`config.mk`:
```
export PLATFORM = sky130hd
export DESIGN_NAME = display_arbiter
export DESIGN_NICKNAME = d
export VERILOG_FILES = /design/src/rtl/display_arbiter.sv
export SDC_FILE = /design/constraint.sdc
export NUM_CORES = 1
export LEC_CHECK = 0
export ABC_AREA = 1
export CAP_MARGIN = 20
export CELL_PAD_IN_SITES_DETAIL_PLACEMENT = 1
export CELL_PAD_IN_SITES_GLOBAL_PLACEMENT = 1
export CORE_AREA = 2 2 191 193
export DETAILED_ROUTE_END_ITERATION = 8
export DIE_AREA = 0 0 193 195
export PLACE_DENSITY_LB_ADDON = 0.1
export SLEW_MARGIN = 40
export SYNTH_ARGS = -nofsm -noshare
export SYNTH_HDL_FRONTEND = slang
export SYNTH_SLANG_ARGS = --single-unit
```
`constraint.sdc`:
```
create_clock -name clk -period 5.1 [get_ports clk]
set_clock_uncertainty 0.15 [all_clocks]
set_input_delay 1.02 -clock clk [delete_from_list [all_inputs] [get_ports clk]]
set_output_delay 1.02 -clock clk [all_outputs]
set_load 0.005 [all_outputs]
```
`src/rtl/display_arbiter.sv`:
```
// Display owner arbiter: shares the 128b matrix frame and 32b numbers word between two requesters.
// Define ARB_BLANK_EN to insert a blank frame of BLANK_CYC cycles on every owner handoff.
`timescale 1ns/1ps

module display_arbiter #(
    parameter int unsigned MIN_HOLD  = 1_000_000,
    parameter int unsigned BLANK_CYC = 500_000
) (
    input  logic         clk,
    input  logic         rst_n,
    input  logic [1:0]   req,
    input  logic [1:0]   upd,
    input  logic [127:0] matrix_in0,
    input  logic [127:0] matrix_in1,
    input  logic [31:0]  num_in0,
    input  logic [31:0]  num_in1,
    output logic [1:0]   grant,
    output logic [127:0] matrix_out,
    output logic [31:0]  num_out,
    output logic         busy
);

    localparam int unsigned HW = $clog2(MIN_HOLD + 1);
    localparam logic [HW-1:0] HOLD_MAX = HW'(MIN_HOLD);

`ifdef ARB_BLANK_EN
    localparam int unsigned BW = $clog2(BLANK_CYC + 1);
    localparam logic [BW-1:0] BLANK_END = BW'(BLANK_CYC);
`endif

    if (MIN_HOLD < 1 || BLANK_CYC < 1) begin : g_param_check
        $error("display_arbiter: MIN_HOLD and BLANK_CYC must both be >= 1");
    end

    typedef enum logic [1:0] {
        IDLE  = 2'd0,
        OWN0  = 2'd1,
`ifdef ARB_BLANK_EN
        OWN1  = 2'd2,
        BLANK = 2'd3
`else
        OWN1  = 2'd2
`endif
    } state_e;

    state_e         state_q, state_d;
    logic [HW-1:0]  hold_q, hold_d;
    logic [127:0]   matrix_q, matrix_d;
    logic [31:0]    num_q, num_d;
    logic           handoff;
    logic           hto;

`ifdef ARB_BLANK_EN
    logic [BW-1:0]  blank_q, blank_d;
    logic           tgt_q, tgt_d;
`endif

    always_ff @(posedge clk or negedge rst_n) begin
        if (!rst_n) begin
            state_q  <= IDLE;
            hold_q   <= '0;
            matrix_q <= '0;
            num_q    <= '0;
`ifdef ARB_BLANK_EN
            blank_q  <= '0;
            tgt_q    <= 1'b0;
`endif
        end else begin
            state_q  <= state_d;
            hold_q   <= hold_d;
            matrix_q <= matrix_d;
            num_q    <= num_d;
`ifdef ARB_BLANK_EN
            blank_q  <= blank_d;
            tgt_q    <= tgt_d;
`endif
        end
    end

    always_comb begin
        state_d  = state_q;
        hold_d   = hold_q;
        matrix_d = matrix_q;
        num_d    = num_q;
        handoff  = 1'b0;
        hto      = 1'b0;
`ifdef ARB_BLANK_EN
        blank_d  = blank_q;
        tgt_d    = tgt_q;
`endif

        // Transition decision; data loading is keyed off the chosen next state below.
        case (state_q)
            IDLE: begin
                if (req[1]) begin
                    state_d = OWN1;
                end else if (req[0]) begin
                    state_d = OWN0;
                end
            end
            OWN0: begin
                if (!req[0]) begin
                    if (req[1]) begin
                        handoff = 1'b1;
                        hto     = 1'b1;
                    end else begin
                        state_d = IDLE;
                    end
                end else if (req[1] && (hold_q == HOLD_MAX)) begin
                    handoff = 1'b1;
                    hto     = 1'b1;
                end
            end
            OWN1: begin
                if (!req[1]) begin
                    if (req[0]) begin
                        handoff = 1'b1;
                        hto     = 1'b0;
                    end else begin
                        state_d = IDLE;
                    end
                end
            end
`ifdef ARB_BLANK_EN
            BLANK: begin
                if (blank_q == BLANK_END) begin
                    blank_d = '0;
                    if (req[tgt_q]) begin
                        state_d = tgt_q ? OWN1 : OWN0;
                    end else if (req[!tgt_q]) begin
                        state_d = tgt_q ? OWN0 : OWN1;
                    end else begin
                        state_d = IDLE;
                    end
                end else begin
                    blank_d = blank_q + BW'(1);
                end
            end
`endif
            default: state_d = IDLE;
        endcase

        if (handoff) begin
`ifdef ARB_BLANK_EN
            state_d = BLANK;
            tgt_d   = hto;
            blank_d = BW'(1);
`else
            state_d = hto ? OWN1 : OWN0;
`endif
        end

        case (state_d)
            OWN0: begin
                if (state_q != OWN0) begin
                    matrix_d = matrix_in0;
                    num_d    = num_in0;
                    hold_d   = '0;
                end else begin
                    if (upd[0]) begin
                        matrix_d = matrix_in0;
                        num_d    = num_in0;
                    end
                    if (hold_q != HOLD_MAX) begin
                        hold_d = hold_q + HW'(1);
                    end
                end
            end
            OWN1: begin
                if (state_q != OWN1) begin
                    matrix_d = matrix_in1;
                    num_d    = num_in1;
                    hold_d   = '0;
                end else begin
                    if (upd[1]) begin
                        matrix_d = matrix_in1;
                        num_d    = num_in1;
                    end
                    if (hold_q != HOLD_MAX) begin
                        hold_d = hold_q + HW'(1);
                    end
                end
            end
`ifdef ARB_BLANK_EN
            BLANK: begin
                matrix_d = '0;
                num_d    = '0;
            end
`endif
            default: begin
                matrix_d = matrix_q;
                num_d    = num_q;
            end
        endcase
    end

    assign grant      = {state_q == OWN1, state_q == OWN0};
    assign busy       = (state_q != IDLE);
    assign matrix_out = matrix_q;
    assign num_out    = num_q;

endmodule

```
* Yosys cells after proc, flatten, opt, wreduce, memory -nomap -nowiden *
Index checks and enable logic that the tools add are counted.

cells by class
  add/subtract/negate cells = 1
  multiply operators = 0
  div/mod/pow operators = 0
  muxes and demuxes = 30
  equal/unequal tests = 10
  reduce and logical (&&, ||, !) cells = 5
  bitwise operators = 0
  magnitude comparators = 0
  shift-type cells = 0

operator list
  operator                                                                count
  128-bit two-way mux                                                     4
  128-bit case mux with 2 select lines                                    1
  32-bit two-way mux                                                      4
  32-bit case mux with 2 select lines                                     1
  20-bit two-way mux                                                      3
  20-bit case mux with 2 select lines                                     1
  20-bit by 1-bit adder with 20-bit output (second input constant)        1
  20-bit equality test (second input constant)                            1
  20-bit != test (second input constant)                                  1
  2-bit two-way mux                                                       8
  1-bit two-way mux                                                       6
  3-bit != test (second input constant)                                   2
  2-bit case mux with 3 select lines                                      1
  2-bit by 1-bit equality test with 1-bit output (second input constant)  2
  2-bit equality test (second input constant)                             2
  2-bit nonzero test                                                      2
  3-bit AND reduction                                                     1
  2-bit zero test                                                         1
  2-bit by 1-bit != test with 1-bit output (second input constant)        1
  2-bit != test (second input constant)                                   1
  1-bit case mux with 2 select lines                                      1
  1-bit logical AND                                                       1

word-level totals
  bits in latches = 0
  input bits = 326
  logic and storage cells = 50
  memory bits (read-only) = 0
  output and inout port bits = 163
  memories kept = 0
  bits in registers = 182
  RAM bits = 0

* Depth between registers and ports, before layout *
  depth in word-level cells = 10
  mapped depth = 22
  mapped depth without buffers = 20

* Worst setup path after synthesis *
Ideal clock, no wire load.

  path kind = input to register
  start point = input req[0]
  end point = register matrix_q[87], in the netlist matrix_out[87]
  arrival time = 2.821 ns
  stages = 15
  path buffers = 4
  required time = 4.831 ns
  path slack = 2.010 ns
  path through = inv_1 > nor3_1 > inv_1 > nand2_1 > nand2_1 > a21oi_1 > ha_1 > buf_4 > buf_4 > nand2_2 > o21ai_2 > a21oi_4 > buf_4 > buf_4 > o21a_1

on the way
  longest elaborated chain between the ends = 7
  elaborated cells between the ends (all ways) = 20
  those cells by class = 4 x eq/ne; 14 x mux; 2 x reduce/logical

ends and longest elaborated chain
  item                                                                                          RTL line  text
  start, declared                                                                               11        input logic [1:0] req,
  2-bit two-way mux (tied with other cells)                                                     116       if (req[0]) begin
  2-bit two-way mux (tied with other cells)                                                     115       if (!req[1]) begin
  2-bit case mux with 3 select lines (tied with other cells)                                    93        case (state_q)
  2-bit two-way mux (*)                                                                         143       if (handoff) begin
  named net state_d[1]                                                                          46        state_e state_q, state_d;
  2-bit equality test / 2-bit by 1-bit equality test with 1-bit output (equally long branches)  153       case (state_d)
  3-bit != test (no line) / 2-bit nonzero test (equally long branches)                          n/a
  3-bit AND reduction (no line)                                                                 n/a
  end signal, assigned                                                                          71        matrix_q <= matrix_d;
  end, declared                                                                                 48        logic [127:0] matrix_q, matrix_d;

The timed path passes the listed nets; every way through them passes the cells marked *.
A chain may end at the register's enable or synchronous reset.

* Worst setup path after layout *
  start point = input req[0]
  end point = register matrix_q[119], in the netlist matrix_out[119]

The elaborated chain is that of the path after synthesis.

==> summary.md <==
| Metric | Value |
|---|---|
| Area after DPL | 14800 um^2 |
| Post-route ant nets | 0 |
| Routed WL per cell | 19.1 um |
| Syn-to-layout area delta | 60.6% |
| CTS tree | done |
| Worst Setup EP | matrix_out[119] |
| Crit path time final | 3.88 ns |
| Setup crit end kind | flip-flop |
| Root Buffer | clkbuf_16 |
| Initial antenna violation count | 8 |
| Worst-Margin Slew | 0.666 ns |
| Most used cell along the critical path | buf_12 |
| Leakage | 6.04 nW |
| Final wirelength | 39000 um |
| Critical path class | input port to flip-flop |
| Layout cells sized above 1 | 0.134 |
| Reg2Reg Depth | 20 |
| Area leader, netlist | dfrtp_1 |
| Post-CTS setup buffer count | 0 |
| Core area | 35400 um^2 |
| Clk sinks | 182 |
| CTS Buf Count | 17 |
| Synth area leaders | dfrtp_1 47%, o21a_1 12%, or2_2 10% |
| Vias in the first global route | 9669 |
| Die area | 37600 um^2 |
| Vias per cell | 4.59 |
| Rows | 69 |
| Synth Flop Type | dfrtp_1 |
| Synth top area share | 0.472 |
| DIE WIDTH | 193 um |
| Fin nets | 1902 |
| Peak VDD IR | 0.698 mV |
| Gr usage total | 0.203 |
| Critical Path Source Type | input port |
| Pin count of the biggest net entering global routing | 163 |
| Synth async-reset ratio | 1.00 |
| Worst R2R Start | hold_q[0] |
| Final instance area | 15500 um^2 |
| Final core utilization | 0.437 |
| Critical path's slowest cell | clkdlybuf4s50_1 |
| Worst slew margin | 0.556 |
| Hold crit path type | flip-flop to flip-flop |
| Post_cts resized | 0 |
| Max-slew violations | 0 |
| Warnings, synthesis | 0 |
| Ports | 489 |
| Final setup fails | 0 |
| Final Hold Viols | 0 |
| CTS max path bufs | 2 |
| Sequential area share after synthesis | 0.472 |
| Post-synth cell types | 29 |
| Gr ovfl total | 0 |
| Gpl congestion | 0.815 |
| Mean Syn Cell Area | 8.61 um^2 |
| Overall power | 0.0116 W |
| Max_cap viols | 0 |
| CTS H-tree depth | 4 |
| Cell chain of the critical path | clkdlybuf4s50_1 -> inv_1 -> nor3_1 -> inv_1 -> nand2_1 -> nand2_1 -> a21oi_1 -> ha_4 -> buf_12 -> nand2_2 -> o21ai_2 -> a21oi_4 -> buf_12 -> buf_12 -> o21a_1 |
| FF-to-FF setup slack | 1.24 ns |
| Final critical-path share of the clock period | 0.761 |
| Mapped Area | 9640 um^2 |
| Status | complete, no violations |
| Vias | 9393 |
| Reg-to-reg endpoint | matrix_out[119] |
| Worst Hold Path Cells | 1 |
| Die H | 195 um |
| RSZ-0062 raised after global routing | false |
| Worst EP arrival | 4.07 ns |
| Starting Density | 0.272 |
| Net Count, Synth | 1454 |
| # hold bufs at CTS | 0 |
| Initial DRT Pass Iterations | 4 |
| FMAX | 258 MHz |
| Crit path launch | req[0] |
| First-pass GRT wire length | 57200 um |
| Data required, critical path | 5.29 ns |
| DR iter-0 viols | 254 |
| Crit Path Max Fanout | 162 |
| Power Dens Cells | 751 nW/um^2 |
| CTS clk-pin slew, worst paths | 0.08 ns |
| Clk_lat worst skew | 0.45 ns |
| Number of synthesized flops with an enable pin | 0 |
| CP max stage delay | 0.50 ns |
| Fin Setup TNS | 0 ns |
| Fillers | 4156 |
| Post-Synthesis Cells | 1120 |
| Synthesized flop and latch total | 182 |
| Port Buffers | 488 |
| Post-DP HPWL | 29800 um |
| DRC errors left | 0 |
## Yosys cell counts (2+ instances only)
master and count:
nand2_1 233, o211ai_1 2, clkbuf_1 34, buf_2 5, o21ai_1 8, ha_1 8
or2_2 160, a21oi_1 8, nand3_1 19, nor3_1 7, o21ai_0 162, dfrtp_1 182
o21a_1 160, nand4_1 7, buf_4 24, nor2_1 37, inv_1 44, buf_6 9
## logic make-up after synthesis
family | synth area share
XOR/XNOR | 0.000909
AO/OA/AOI/OAI | 0.223
adder cells (fa/ha/maj) | 0.0104
flip-flops | 0.472
AND/OR/NAND/NOR | 0.231
buffers and inverters | 0.0626
## report_power, final
group,internal [W],leakage (nW),switching [W],total (W)
logic,0.00360,3.70,0.00402,0.00763
registers,0.00222,2.04,0.000356,0.00257
clock network,0.000763,0.303,0.000657,0.00142
total,0.00658,6.04,0.00504,0.0116
## per-stage QoR
stage	setup slack [ns]	hold WS (ns)	instances
3_5_place_dp	0.708	0.329	2010
6_report	1.22	0.339	2046
2_1_floorplan	2.01	0.337	1120
4_1_cts	1.19	0.345	2042
5_1_grt	0.743	0.355	2045
3_3_place_gp	0.749	0.321	2010
## worst min-delay path by stage
| stage | startpoint | to |
|---|---|---|
| 2_1_floorplan | matrix_out[0] | matrix_out[0] |
| 3_3_place_gp | matrix_out[123] | matrix_out[123] |
| 3_5_place_dp | matrix_out[60] | matrix_out[60] |
| 4_1_cts | matrix_out[69] | matrix_out[69] |
| 5_1_grt | matrix_out[103] | matrix_out[103] |
| 6_report | matrix_out[30] | matrix_out[30] |
## critical path: cells and delay by family
kind / cells / cell delay [ns]
buffers and inverters: 6 / 1.49
AOI/OAI and AO/OA: 4 / 0.72
adders and majority gates: 1 / 0.23
and+or+nand+nor: 4 / 0.52
## placed cells by master, fill, tap and decap left out, drive strengths merged
cell type,n
nor4,1
nand3b,1
o22ai,1
nor3,7
o211ai,2
o21a,160
a211oi,1
clkinvlp,1
o21ai,171
inv,54
nor3b,1
dfrtp,182
clkinv,2
a21oi,9
buf,13
ha,8
clkdlybuf4s50,487
or2,160
clkbuf,19
xor2,1
nand3,19
nor2,38
nand2,234
nand4,7
bufinv,2
diode,4
## layer usage
layer  global-route usage  vias to the layer above  part of all wire
li1                     -                     4594                 -
met1                0.214                     4469              0.37
met2                0.369                      276              0.52
met3               0.0753                       46             0.088
met4               0.0659                        8             0.021
met5                    0                        -            0.0013
## cell type report
| cell class | instances | area [um^2] | area share |
|---|---|---|---|
| antenna | 4 | 10.0 | 0.000647 |
| clock buffer | 18 | 439 | 0.0284 |
| clock inverter | 14 | 179 | 0.0116 |
| inverter | 45 | 176 | 0.0114 |
| multi-input combinational | 821 | 4490 | 0.290 |
| sequential | 182 | 4550 | 0.294 |
| tap | 461 | 577 | 0.0373 |
| timing repair buffer | 501 | 5050 | 0.326 |
## state kept, by name, indices dropped and copies added (netlist names)
name	flops
state_q	2
hold_q	20
num_out	32
matrix_out	128
Note: power is estimated with default switching activity, not from simulation.
